--- config.mk ---
export PLATFORM = sky130hd
export DESIGN_NAME = coreir_slice_pack
export DESIGN_NICKNAME = d
export VERILOG_FILES = /design/src/rtl/coreir_slice_pack.sv
export SDC_FILE = /design/constraint.sdc
export NUM_CORES = 1
export LEC_CHECK = 0
export BUFFER_PORTS_ARGS = -buffer_cell sky130_fd_sc_hd__buf_4
export CAP_MARGIN = 20
export CORE_UTILIZATION = 53
export CTS_CLUSTER_DIAMETER = 60
export DETAILED_ROUTE_END_ITERATION = 10
export PLACE_DENSITY = 0.9
export SLEW_MARGIN = 40
export SYNTH_ARGS = -nofsm -noshare
export SYNTH_HDL_FRONTEND = slang
export SYNTH_SLANG_ARGS = --single-unit
export TNS_END_PERCENT = 20
--- constraint.sdc ---
create_clock -name clk -period 1.81 [get_ports clk]
set_input_delay 0.2715 -clock clk [delete_from_list [all_inputs] [get_ports clk]]
set_output_delay 0.2715 -clock clk [all_outputs]
set_load 0.005 [all_outputs]
--- src/rtl/coreir_slice_pack.sv ---
// coreir_slice_pack: extracts the bit field [hi-1:lo] from each accepted input
// beat and packs `lanes` consecutive fields into one output word (lane 0 in the
// least significant slice). A packet end (in_last) flushes a partial word;
// lanes that were never written read as zero. The output is a single register
// stage with valid/ready handshake and full one-word-per-cycle throughput.
module coreir_slice_pack #(
    parameter int width = 16,
    parameter int hi    = 16,
    parameter int lo    = 12,
    parameter int lanes = 4,
    localparam int SW   = hi - lo,
    localparam int OW   = lanes * SW,
    localparam int CW   = $clog2(lanes + 1),
    localparam int CNTW = (lanes > 1) ? $clog2(lanes) : 1
) (
    input  logic             clk,
    input  logic             rst,
    input  logic             in_valid,
    output logic             in_ready,
    input  logic [width-1:0] in_data,
    input  logic             in_last,
    output logic             out_valid,
    input  logic             out_ready,
    output logic [OW-1:0]    out_data,
    output logic [CW-1:0]    out_count,
    output logic             out_last
);

    logic [CNTW-1:0] cnt_q, cnt_d;
    logic [OW-1:0]   acc_q, acc_d;
    logic            out_valid_q, out_valid_d;
    logic [OW-1:0]   out_data_q, out_data_d;
    logic [CW-1:0]   out_count_q, out_count_d;
    logic            out_last_q, out_last_d;

    logic [SW-1:0]   slice_s;
    logic [OW-1:0]   merged_s;
    logic            accept_s;
    logic            complete_s;
    logic            unused_in_bits_s;

    // Only the selected field is ever looked at; the rest of the word is ignored.
    assign slice_s          = in_data[hi-1:lo];
    assign unused_in_bits_s = ^in_data;

    // The output stage can take a new word when empty or when it drains this cycle.
    assign in_ready   = !out_valid_q || out_ready;
    assign accept_s   = in_valid && in_ready;
    assign complete_s = accept_s && ((cnt_q == CNTW'(lanes - 1)) || in_last);

    assign out_valid = out_valid_q;
    assign out_data  = out_data_q;
    assign out_count = out_count_q;
    assign out_last  = out_last_q;

    // Accumulator with the incoming slice written into the current lane.
    always_comb begin
        merged_s = acc_q;
        for (int i = 0; i < lanes; i++) begin
            if (cnt_q == CNTW'(i)) begin
                merged_s[i*SW +: SW] = slice_s;
            end else begin
                merged_s[i*SW +: SW] = acc_q[i*SW +: SW];
            end
        end
    end

    // Next-state for the packing accumulator, lane counter and output register.
    always_comb begin
        cnt_d       = cnt_q;
        acc_d       = acc_q;
        out_valid_d = out_valid_q && !out_ready;
        out_data_d  = out_data_q;
        out_count_d = out_count_q;
        out_last_d  = out_last_q;
        if (complete_s) begin
            out_valid_d = 1'b1;
            out_data_d  = merged_s;
            out_count_d = CW'(cnt_q) + CW'(1);
            out_last_d  = in_last;
            acc_d       = {OW{1'b0}};
            cnt_d       = {CNTW{1'b0}};
        end else if (accept_s) begin
            acc_d = merged_s;
            cnt_d = cnt_q + CNTW'(1);
        end else begin
            acc_d = acc_q;
            cnt_d = cnt_q;
        end
    end

    // State registers with synchronous reset that discards any partial or stalled word.
    always_ff @(posedge clk) begin
        if (rst) begin
            cnt_q       <= {CNTW{1'b0}};
            acc_q       <= {OW{1'b0}};
            out_valid_q <= 1'b0;
            out_data_q  <= {OW{1'b0}};
            out_count_q <= {CW{1'b0}};
            out_last_q  <= 1'b0;
        end else begin
            cnt_q       <= cnt_d;
            acc_q       <= acc_d;
            out_valid_q <= out_valid_d;
            out_data_q  <= out_data_d;
            out_count_q <= out_count_d;
            out_last_q  <= out_last_d;
        end
    end

endmodule
==> flow_summary.toml <==
[run_status]
status = "complete, no violations"

[power_and_ir_drop]
p_sw_frac = 0.240
ir_drop_uv = 387
p_switching_uw = 464
power.share.sequential = 0.475
leakage_nw = 0.890
p_clk_frac = 0.372
power_frac_comb = 0.153
cellPowerDensity_nw_per_um2 = 857
p_int_mw = 1.47

[final_layout]
final_area_um2 = 2250
final_core_util = 0.670
layout_commonest_cell = "buf_4"
nets = 253
drive_gt1_frac = 0.380
fillers = 288
synthToLayoutAreaGrowth_pct = 20.5
diodes = 0
layout_common_cells = "buf_4, dfxtp_1, inv_1"

[die]
die_h_um = 61.4
start_util = 0.557
fp-row-count = 21
fp.coreArea_um2 = 3360
die_area_um2 = 3770
design.portCount = 43
die_w_um = 61.4

[clock_tree]
htree_levels = 2
cts_tree = "built"
clockBufferDepth = 2
cts_num_sinks = 39
numCtsBuffers = 5
clk_latency_ns = 0.35
path_clk_slew_ns = 0.11
root_buffer = "clkbuf_4"

[timing]
fin_worst_skew_ns = 0.00380
holdWs_ns = 0.218
fmax_mhz = 578
fin_crit_sh = 0.956
period_minus_slack_ns = 1.73
rsz0062_at_grt = "no"
postLayoutSetupSlackWorst_ns = 0.0795
tightest_slew_ns = 0.361
timing.slew.headroom = 0.757
setup_viol = 0
slew_violations = 0
finalSetupTns_ns = 0
hold_viol_final = 0

[placed_design]
io_buffers = 30
hpwl_um = 2720
dpl-instance-area_um2 = 2130
place_ws_ns = 0.180
gp_congestion = 0.826

[critical_path]
startpoint_type = "flip-flop"
cp_data_arrival_time_ns = 1.46
endpoint_kind = "output port"
worstPathRequired_ns = 1.54
cp_max_fo = 11
criticalPathCategory = "reg -> out"

[synth]
synth-seq-cells = 39
avgSynthCellArea_um2 = 9.45
synth_cell_types = 27
synth_area_um2 = 1870
seq_area_frac_synth = 0.417
async_reset_ff_frac = 0
synth_edf_count = 0
syn-num-nets = 223
yosysWarningCount = 0
postSynthCellCount = 198
synth_top_area_cell = "dfxtp_1"
synth_area_leaders = "dfxtp_1, a211oi_2, mux2_2"
synthFlopType = "dfxtp_1"
netlist.area_leader.share = 0.417

[detailed_routing]
firstDrtPassIters = 4
drcViolationCount = 0
avgRoutedWirePerCell_um = 14.7
wl_um = 4040
via_count = 1589
avgViaCountPerCell = 5.78
drt.antenna.violating_nets = 0
first_iter_violations = 70

[run]
max_cap_viol_count = 0

[global_routing]
grt_pass1_wl_um = 6220
grt_pass1_vias = 1389
antenna_found_initial = 0
grt_max_degree = 31
gr-total-overflow = 0
grt_usage = 0.226

[min_path]
hold_path_class = "in -> reg"
==> worst paths after layout <==
path,start,endpoint,slack (ns),cells after the start
setup / recovery,out_valid,in_ready,0.08,4
hold / removal,in_data[14],acc_q[10],0.22,3
setup reg to reg,cnt_q[1],out_data[5],0.14,5
hold reg to reg,out_data[1],out_data[1],0.47,2
==> critical path, stage by stage (launching register included) <==
cell and delay (ns):
dfxtp_1 0.35, nor2b_4 0.23, clkinvlp_4 0.18, buf_4 0.20
buf_4 0.14
==> power groups by stage <==
stage	clock network, mW	registers (mW)	logic (mW)
after floorplan	0	0.939	0.178
after global placement	0	0.936	0.281
after detailed placement	0	0.938	0.288
after CTS	0.724	0.918	0.290
after global routing	0.763	0.924	0.321
final	0.719	0.918	0.295
==> stage by stage <==
step	cells	power [mW]
floorplan	198	1.12
global placement	265	1.22
detailed placement	265	1.23
CTS	273	1.93
global route	275	2.01
finish	275	1.93
==> cell usage after synthesis (2+ instances only) <==
cell type / n
nand4_1: 12
mux2_2: 17
buf_6: 3
o21ai_0: 14
ha_1: 4
a21oi_1: 15
a211oi_2: 16
buf_2: 4
nor4_1: 17
inv_1: 20
clkbuf_1: 12
nand3_1: 3
nor2b_1: 2
and3_1: 5
nand2_1: 4
dfxtp_1: 39
==> layout make-up <==
type,instances,area (µm²),share of cell area
Timing Repair Buffer,43,323,0.143
Clock inverter,2,60.1,0.0266
Clock buffer,6,41.3,0.0183
Multi-Input combinational cell,118,910,0.403
Tap cell,46,57.6,0.0255
Inverter,21,82.6,0.0366
Sequential cell,39,781,0.346
==> registers in the layout, summed over array words and instances (netlist names) <==
register and count:
cnt_q 2, out_last 1, out_count 3, out_valid 1, acc_q 16, out_data 16
==> timing repair <==
action	in CTS	in global routing
hold buffers	0	0
buffers inserted	0	2
endpoints found under the setup margin	0	1
resized for setup	0	1
==> logic make-up after synthesis <==
family                     count (synthesis)  share of synthesized area
DFF                                       39                      0.417
muxes                                     17                      0.102
buffers and inverters                     41                     0.0969
AOI/OAI and AO/OA                         49                      0.201
and+or+nand+nor                           48                      0.156
adders and majority gates                  4                     0.0267
==> metal layers <==
metal  GRT usage  vias up  share of wire
li1            -      774              -
met1       0.280      745           0.42
met2       0.370       58           0.50
met3      0.0483       12          0.059
met4       0.121        0          0.027
met5           0        -              0
(Power assumes the default switching activity.)
